File: src/rtl/dmem_port_arbiter_if.sv
// +--------------------------------------------------------------------------+
// | Module   : dmem_port_arbiter_if                                          |
// | Purpose  : Bundles the core request/response channel, the external       |
// |            master request/response channel and the data-SRAM port used   |
// |            by dmem_port_arbiter.                                         |
// | Modports : slave  - the arbiter (accepts requests, drives the SRAM)      |
// |            master - requesters plus the SRAM model / surrounding fabric  |
// | Revision : 1.0 - initial release                                         |
// +--------------------------------------------------------------------------+
`default_nettype none

interface dmem_port_arbiter_if;
  // Core data port
  logic        io_core_req_valid;
  logic        io_core_req_ready;
  logic [31:0] io_core_req_addr;
  logic        io_core_req_wen;
  logic [3:0]  io_core_req_mask;
  logic [31:0] io_core_req_wdata;
  logic        io_core_resp_valid;
  logic [31:0] io_core_resp_rdata;
  // External bus master (debug/DMA)
  logic        io_ext_req_valid;
  logic        io_ext_req_ready;
  logic [31:0] io_ext_req_addr;
  logic        io_ext_req_wen;
  logic [3:0]  io_ext_req_mask;
  logic [31:0] io_ext_req_wdata;
  logic        io_ext_resp_valid;
  logic [31:0] io_ext_resp_rdata;
  // Shared synchronous SRAM port
  logic        io_mem_en;
  logic        io_mem_wen;
  logic [31:0] io_mem_addr;
  logic [3:0]  io_mem_mask;
  logic [31:0] io_mem_wdata;
  logic [31:0] io_mem_rdata;

  modport slave (
    input  io_core_req_valid, io_core_req_addr, io_core_req_wen,
           io_core_req_mask, io_core_req_wdata,
    output io_core_req_ready, io_core_resp_valid, io_core_resp_rdata,
    input  io_ext_req_valid, io_ext_req_addr, io_ext_req_wen,
           io_ext_req_mask, io_ext_req_wdata,
    output io_ext_req_ready, io_ext_resp_valid, io_ext_resp_rdata,
    output io_mem_en, io_mem_wen, io_mem_addr, io_mem_mask, io_mem_wdata,
    input  io_mem_rdata
  );

  modport master (
    output io_core_req_valid, io_core_req_addr, io_core_req_wen,
           io_core_req_mask, io_core_req_wdata,
    input  io_core_req_ready, io_core_resp_valid, io_core_resp_rdata,
    output io_ext_req_valid, io_ext_req_addr, io_ext_req_wen,
           io_ext_req_mask, io_ext_req_wdata,
    input  io_ext_req_ready, io_ext_resp_valid, io_ext_resp_rdata,
    input  io_mem_en, io_mem_wen, io_mem_addr, io_mem_mask, io_mem_wdata,
    output io_mem_rdata
  );
endinterface

`default_nettype wire

File: src/rtl/dmem_port_arbiter.sv
// +--------------------------------------------------------------------------+
// | Module   : dmem_port_arbiter                                             |
// | Purpose  : Shares one synchronous data-SRAM port between the core and an |
// |            external master. One combinational grant per cycle; each      |
// |            response returns to its issuer exactly one cycle later.       |
// | Ports    : clk, rst (sync, active high)                                  |
// |            bus (dmem_port_arbiter_if.slave): core req/resp, ext req/resp,|
// |            SRAM strobes/address/mask/data and read data                  |
// | Params   : STARVE_LIMIT (1..15) lost cycles before ext overrides core    |
// | Macros   : ARB_ROUND_ROBIN_EN - round-robin tie-break instead of fixed   |
// |            core priority with starvation override                        |
// | Revision : 1.0 - initial release                                         |
// +--------------------------------------------------------------------------+
`default_nettype none

module dmem_port_arbiter #(
  parameter int STARVE_LIMIT = 4
) (
  input  logic                 clk,
  input  logic                 rst,
  dmem_port_arbiter_if.slave   bus
);

  localparam logic OWNER_CORE = 1'b0;
  localparam logic OWNER_EXT  = 1'b1;

  logic        grant_core;
  logic        grant_ext;
  logic        grant_any;
  logic        sel_wen;
  logic [31:0] sel_addr;
  logic [3:0]  sel_mask;
  logic [31:0] sel_wdata;

  logic        resp_pending;
  logic        resp_owner;
  logic        resp_is_read;
  logic        resp_live;
  logic [31:0] resp_data;

`ifdef ARB_ROUND_ROBIN_EN
  logic        last_grant;
`else
  localparam logic [3:0] c_starve_limit = 4'(STARVE_LIMIT);
  logic [3:0]  starve_cnt;
`endif

  // Grant: only a tie needs a decision; a lone valid requester always wins.
  always_comb begin
    grant_core = 1'b0;
    grant_ext  = 1'b0;
    if (!rst) begin
      if (bus.io_core_req_valid && bus.io_ext_req_valid) begin
`ifdef ARB_ROUND_ROBIN_EN
        grant_ext = (last_grant == OWNER_CORE);
`else
        grant_ext = (starve_cnt == c_starve_limit);
`endif
        grant_core = !grant_ext;
      end else begin
        grant_core = bus.io_core_req_valid;
        grant_ext  = bus.io_ext_req_valid;
      end
    end
  end

  assign grant_any = grant_core | grant_ext;

  // Payload mux; everything is zero when nobody is granted.
  always_comb begin
    sel_wen   = 1'b0;
    sel_addr  = 32'd0;
    sel_mask  = 4'd0;
    sel_wdata = 32'd0;
    if (grant_core) begin
      sel_wen   = bus.io_core_req_wen;
      sel_addr  = bus.io_core_req_addr;
      sel_mask  = bus.io_core_req_mask;
      sel_wdata = bus.io_core_req_wdata;
    end else if (grant_ext) begin
      sel_wen   = bus.io_ext_req_wen;
      sel_addr  = bus.io_ext_req_addr;
      sel_mask  = bus.io_ext_req_mask;
      sel_wdata = bus.io_ext_req_wdata;
    end
  end

  assign bus.io_core_req_ready = grant_core;
  assign bus.io_ext_req_ready  = grant_ext;
  assign bus.io_mem_en         = grant_any;
  assign bus.io_mem_wen        = sel_wen;
  assign bus.io_mem_addr       = sel_addr;
  assign bus.io_mem_mask       = sel_wen ? sel_mask : 4'd0;
  assign bus.io_mem_wdata      = sel_wdata;

  // Response tracking: remembers who owns the SRAM result due next cycle.
  always_ff @(posedge clk) begin
    if (rst) begin
      resp_pending <= 1'b0;
      resp_owner   <= OWNER_CORE;
      resp_is_read <= 1'b0;
    end else begin
      resp_pending <= grant_any;
      if (grant_any) begin
        resp_owner   <= grant_ext ? OWNER_EXT : OWNER_CORE;
        resp_is_read <= !sel_wen;
      end
    end
  end

`ifdef ARB_ROUND_ROBIN_EN
  always_ff @(posedge clk) begin
    if (rst) begin
      last_grant <= OWNER_CORE;
    end else if (grant_any) begin
      last_grant <= grant_ext ? OWNER_EXT : OWNER_CORE;
    end
  end
`else
  // Counts consecutive cycles ext waited; saturates so the override holds
  // until ext is actually served or withdraws.
  always_ff @(posedge clk) begin
    if (rst) begin
      starve_cnt <= 4'd0;
    end else if (!bus.io_ext_req_valid || grant_ext) begin
      starve_cnt <= 4'd0;
    end else if (starve_cnt != c_starve_limit) begin
      starve_cnt <= starve_cnt + 4'd1;
    end
  end
`endif

  // Gating with rst drops a response that falls due in a reset cycle.
  assign resp_live = resp_pending && !rst;
  assign resp_data = resp_is_read ? bus.io_mem_rdata : 32'd0;

  assign bus.io_core_resp_valid = resp_live && (resp_owner == OWNER_CORE);
  assign bus.io_ext_resp_valid  = resp_live && (resp_owner == OWNER_EXT);
  assign bus.io_core_resp_rdata = bus.io_core_resp_valid ? resp_data : 32'd0;
  assign bus.io_ext_resp_rdata  = bus.io_ext_resp_valid  ? resp_data : 32'd0;

endmodule

`default_nettype wire

File: src/flat_wrapper.sv
// flat-port wrapper written by rule: the top's interface ports become plain ports
module dmem_port_arbiter_flat 
#(
  parameter int STARVE_LIMIT = 4
)
  (clk, rst, bus_io_core_req_valid, bus_io_core_req_addr, bus_io_core_req_wen, bus_io_core_req_mask, bus_io_core_req_wdata, bus_io_core_req_ready, bus_io_core_resp_valid, bus_io_core_resp_rdata, bus_io_ext_req_valid, bus_io_ext_req_addr, bus_io_ext_req_wen, bus_io_ext_req_mask, bus_io_ext_req_wdata, bus_io_ext_req_ready, bus_io_ext_resp_valid, bus_io_ext_resp_rdata, bus_io_mem_en, bus_io_mem_wen, bus_io_mem_addr, bus_io_mem_mask, bus_io_mem_wdata, bus_io_mem_rdata);
  dmem_port_arbiter_if bus_i ();
  input  logic clk;
  input  logic rst;
  input wire logic [$bits(bus_i.io_core_req_valid)-1:0] bus_io_core_req_valid;
  input wire logic [$bits(bus_i.io_core_req_addr)-1:0] bus_io_core_req_addr;
  input wire logic [$bits(bus_i.io_core_req_wen)-1:0] bus_io_core_req_wen;
  input wire logic [$bits(bus_i.io_core_req_mask)-1:0] bus_io_core_req_mask;
  input wire logic [$bits(bus_i.io_core_req_wdata)-1:0] bus_io_core_req_wdata;
  output wire logic [$bits(bus_i.io_core_req_ready)-1:0] bus_io_core_req_ready;
  output wire logic [$bits(bus_i.io_core_resp_valid)-1:0] bus_io_core_resp_valid;
  output wire logic [$bits(bus_i.io_core_resp_rdata)-1:0] bus_io_core_resp_rdata;
  input wire logic [$bits(bus_i.io_ext_req_valid)-1:0] bus_io_ext_req_valid;
  input wire logic [$bits(bus_i.io_ext_req_addr)-1:0] bus_io_ext_req_addr;
  input wire logic [$bits(bus_i.io_ext_req_wen)-1:0] bus_io_ext_req_wen;
  input wire logic [$bits(bus_i.io_ext_req_mask)-1:0] bus_io_ext_req_mask;
  input wire logic [$bits(bus_i.io_ext_req_wdata)-1:0] bus_io_ext_req_wdata;
  output wire logic [$bits(bus_i.io_ext_req_ready)-1:0] bus_io_ext_req_ready;
  output wire logic [$bits(bus_i.io_ext_resp_valid)-1:0] bus_io_ext_resp_valid;
  output wire logic [$bits(bus_i.io_ext_resp_rdata)-1:0] bus_io_ext_resp_rdata;
  output wire logic [$bits(bus_i.io_mem_en)-1:0] bus_io_mem_en;
  output wire logic [$bits(bus_i.io_mem_wen)-1:0] bus_io_mem_wen;
  output wire logic [$bits(bus_i.io_mem_addr)-1:0] bus_io_mem_addr;
  output wire logic [$bits(bus_i.io_mem_mask)-1:0] bus_io_mem_mask;
  output wire logic [$bits(bus_i.io_mem_wdata)-1:0] bus_io_mem_wdata;
  input wire logic [$bits(bus_i.io_mem_rdata)-1:0] bus_io_mem_rdata;
  assign bus_i.io_core_req_valid = bus_io_core_req_valid;
  assign bus_i.io_core_req_addr = bus_io_core_req_addr;
  assign bus_i.io_core_req_wen = bus_io_core_req_wen;
  assign bus_i.io_core_req_mask = bus_io_core_req_mask;
  assign bus_i.io_core_req_wdata = bus_io_core_req_wdata;
  assign bus_io_core_req_ready = bus_i.io_core_req_ready;
  assign bus_io_core_resp_valid = bus_i.io_core_resp_valid;
  assign bus_io_core_resp_rdata = bus_i.io_core_resp_rdata;
  assign bus_i.io_ext_req_valid = bus_io_ext_req_valid;
  assign bus_i.io_ext_req_addr = bus_io_ext_req_addr;
  assign bus_i.io_ext_req_wen = bus_io_ext_req_wen;
  assign bus_i.io_ext_req_mask = bus_io_ext_req_mask;
  assign bus_i.io_ext_req_wdata = bus_io_ext_req_wdata;
  assign bus_io_ext_req_ready = bus_i.io_ext_req_ready;
  assign bus_io_ext_resp_valid = bus_i.io_ext_resp_valid;
  assign bus_io_ext_resp_rdata = bus_i.io_ext_resp_rdata;
  assign bus_io_mem_en = bus_i.io_mem_en;
  assign bus_io_mem_wen = bus_i.io_mem_wen;
  assign bus_io_mem_addr = bus_i.io_mem_addr;
  assign bus_io_mem_mask = bus_i.io_mem_mask;
  assign bus_io_mem_wdata = bus_i.io_mem_wdata;
  assign bus_i.io_mem_rdata = bus_io_mem_rdata;
  dmem_port_arbiter #(.STARVE_LIMIT(STARVE_LIMIT)) u_core (.clk(clk), .rst(rst), .bus(bus_i));
endmodule
File: config.mk
export PLATFORM = sky130hd
export DESIGN_NAME = dmem_port_arbiter_flat
export DESIGN_NICKNAME = d
export VERILOG_FILES = /design/src/rtl/dmem_port_arbiter_if.sv /design/src/rtl/dmem_port_arbiter.sv /design/src/flat_wrapper.sv
export SDC_FILE = /design/constraint.sdc
export NUM_CORES = 1
export LEC_CHECK = 0
export CAP_MARGIN = 20
export CORE_AREA = 2 2 123 125
export DETAILED_ROUTE_END_ITERATION = 10
export DIE_AREA = 0 0 125 127
export GPL_ROUTABILITY_DRIVEN = 0
export PLACE_DENSITY_LB_ADDON = 0.12
export SLEW_MARGIN = 20
export SYNTH_ARGS = -nofsm -noshare
export SYNTH_HDL_FRONTEND = slang
export SYNTH_SLANG_ARGS = --single-unit
File: constraint.sdc
create_clock -name clk -period 2.6 [get_ports clk]
set_clock_uncertainty 0.05 [all_clocks]
set_input_delay 0.26 -clock clk [delete_from_list [all_inputs] [get_ports clk]]
set_output_delay 0.26 -clock clk [all_outputs]
set_load 0.005 [all_outputs]
==> key figures <==
CTS
  – CTS tree: yes
  – Latest clock arrival within the worst-skew pair: about 0.23 ns
  – CTS clk-pin slew, worst paths: 0.04 ns
  – CTS Buf Count: 3
  – Clk buf depth: 2
  – Clock sinks: 7
  – H-tree levels: 1
  – Root Driver: clkbuf_16

Synth
  – Cell with the most instances after synthesis: nor2_1
  – Commonest cells post-synth: nor2_1 (73), a22o_1 (64), nand2_1 (38)
  – FFs w/ async S/R, synth: 0%
  – Avg Cell Area, Syn: 6.44 um^2
  – Mapped Cells: between 200 and 300
  – EDFF count, synth: 0
  – Register bit total from synthesis: 7
  – Synth unique cells: 26
  – YS warnings: 0
  – Register area share after synthesis: 8.60%
  – Post-synth top area share: about 34%
  – Largest area contributor in the netlist: a22o_1
  – Synth Cell Area: approximately 1600 um^2
  – Main synth FF type: dfxtp_1
  – Area contributors post-synth: a22o_1 (34%), nor2_1 (17%), buf_6 (9.7%)
  – Syn Nets: roughly 430

Cells and area
  – Fillers: approximately 1500
  – Fin nets: between 700 and 800
  – Layout area overhead: 211%
  – Layout Cells excl Fill: 741
  – Share of layout cells above drive strength 1: 4.67%
  – Area of the multi-input gates: 1280 um^2
  – Ant diodes: 0
  – FF+latch area: roughly 140 um^2

STA
  – Setup WS post-layout: around 0.085 ns
  – Slew @ Worst Pin: approximately 0.37 ns
  – Achievable Freq: between 300 and 400 MHz
  – Final clock period utilization by the worst path: 96.7%
  – # setup viols final: 0
  – Tmin final: around 2.5 ns
  – Slew HR: approximately three quarters
  – Final Hold Viols: 0
  – Final max-slew violation count: 0

Drt
  – Via/cell ratio: 4.14
  – DRT Pass-1 Iters: 4
  – Routed len/inst: about 18 um
  – Antenna-violating nets left: 0
  – DRC errors left: 0
  – Vias: 3068
  – First-iteration detailed-routing DRC count: 128
  – Wirelength, routed: ~13000 um

Placed design
  – Port Buffers: between 300 and 400
  – Worst slack after detailed placement: -0.121 ns
  – Placed cells: 735
  – Placed wire-length estimate: 11100 um

Floorplanning
  – # IOs: between 300 and 400
  – Starting Density: a little under an eighth
  – Die area: approximately 16000 um^2
  – Number of core rows: 44
  – Die Wd: 125 um
  – Core area: between 10000 and 15000 um^2
  – Die height: ~130 um

Power
  – Max VDD drop: between 200 and 250 uV
  – Leak pwr: ~1.9 nW
  – Pwr per Cell Area: roughly 200 nW/um^2
  – Total power: around 1 mW

Status
  – Status: completed

Job
  – Max Cap Viol: 0

Setup path
  – Crit path arrival time: 2.20 ns
  – Critical Setup Path Class: register to output pin
  – Critical path required time: 2.29 ns
  – Worst Path Max Fanout: 18
  – Startpoint type of the worst setup path: register
  – Endpoint class of the critical path: output pin

Global routing
  – GRT Total Usage: between 15 and 20%
  – Global-route wire length before repair: about 19000 um
  – Initial antenna violation count: 0
  – GR Overflow Total: 0
  – Number of global-route vias before repair: between 3000 and 4000
  – Pin count of the biggest net entering global routing: 42

Hold path
  – Hold crit path type: register to register
## layer usage
metal / vias to the layer above / GRT usage [%] / wire length, um / share of wire [%]
met5: - / 0 / 0 / 0
met1: 1419 / 17.9 / 5300 / 40
met2: 131 / 28.9 / 7140 / 54
met3: 11 / 2.39 / 668 / 5.0
met4: 0 / 2.48 / 150 / 1.1
li1: 1507 / - / - / -
## worst max-delay path, stage by stage, from the launching register on
cell and delay, ns:
dfxtp_1 0.33, inv_1 0.06, ha_2 0.20, nand3b_1 0.16, a21oi_4 0.24, buf_12 0.14, buf_12 0.14, a22o_1 0.18
clkdlybuf4s50_1 0.51
## path summary, 6_finish.rpt
kind	start	to	slack [ns]	depth (start not counted)
min	u_core.resp_owner	u_core.resp_owner	0.42	2
min reg2reg	u_core.resp_owner	u_core.resp_owner	0.42	2
max	u_core.starve_cnt[0]	bus_io_mem_addr[23]	0.09	8
max reg2reg	u_core.starve_cnt[0]	u_core.resp_is_read	0.99	5
## metrics by stage
stage / TNS, ns / utilization, % / area (um^2) / hold slack (ns)
global route: -0.0149 / 35.2 / 5070 / 0.465
floorplan: 0 / - / 1630 / 0.341
finish: 0 / 35.2 / 5070 / 0.416
global placement: -0.0994 / 34.1 / 4920 / 0.394
detailed placement: -0.121 / 34.1 / 4920 / 0.416
CTS: -0.0227 / 34.7 / 5000 / 0.420
## what timing repair did
| item | CTS | global route |
|---|---|---|
| gates cloned | 0 | 1 |
| buffers inserted | 0 | 1 |
| hold buffers | 0 | 0 |
| gates resized for setup | 2 | 7 |
| setup endpoints to repair | 2 | 29 |
| pin swaps | 0 | 2 |
## where the power goes
| group | switching [mW] | leakage [nW] | internal [mW] |
|---|---|---|---|
| registers | 0.00381 | 0.0574 | 0.112 |
| clock network | 0.0591 | 0.0382 | 0.204 |
| logic | 0.198 | 1.83 | 0.438 |
## placed cells by master (no fill, tap or decap), types with 2 or more instances in the layout
cell,n
nand3_1,5
a22o_1,64
and3b_1,5
nand3b_1,2
clkbuf_16,4
buf_12,4
buf_4,10
or3b_1,2
o21ai_0,5
dlymetal6s2s_1,3
a22oi_1,3
inv_1,7
clkdlybuf4s50_1,307
dfxtp_1,7
nand2_1,38
nor2_1,72
## registers in the layout, summed over array words and instances, names as in the netlist
| register | count |
|---|---|
| u_core.resp_is_read | 1 |
| u_core.starve_cnt | 4 |
| u_core.resp_owner | 1 |
| u_core.resp_pending | 1 |
## cells by family after synthesis
family | synth area share (%)
and+or+nand+nor | 35.0
AOI/OAI and AO/OA | 38.9
buffers and inverters | 14.9
DFF | 8.60
xor gates and xnor gates | 1.07
adders and majority gates | 1.53
## layout make-up
type,instances,share of cell area [%]
repair buffers,327,65.3
multi-input cells,212,25.3
flip-flops and latches,7,2.76
inverters,7,0.518
well taps,184,4.54
clock buffers,4,1.55
Note: power is estimated with default switching activity, not from simulation.
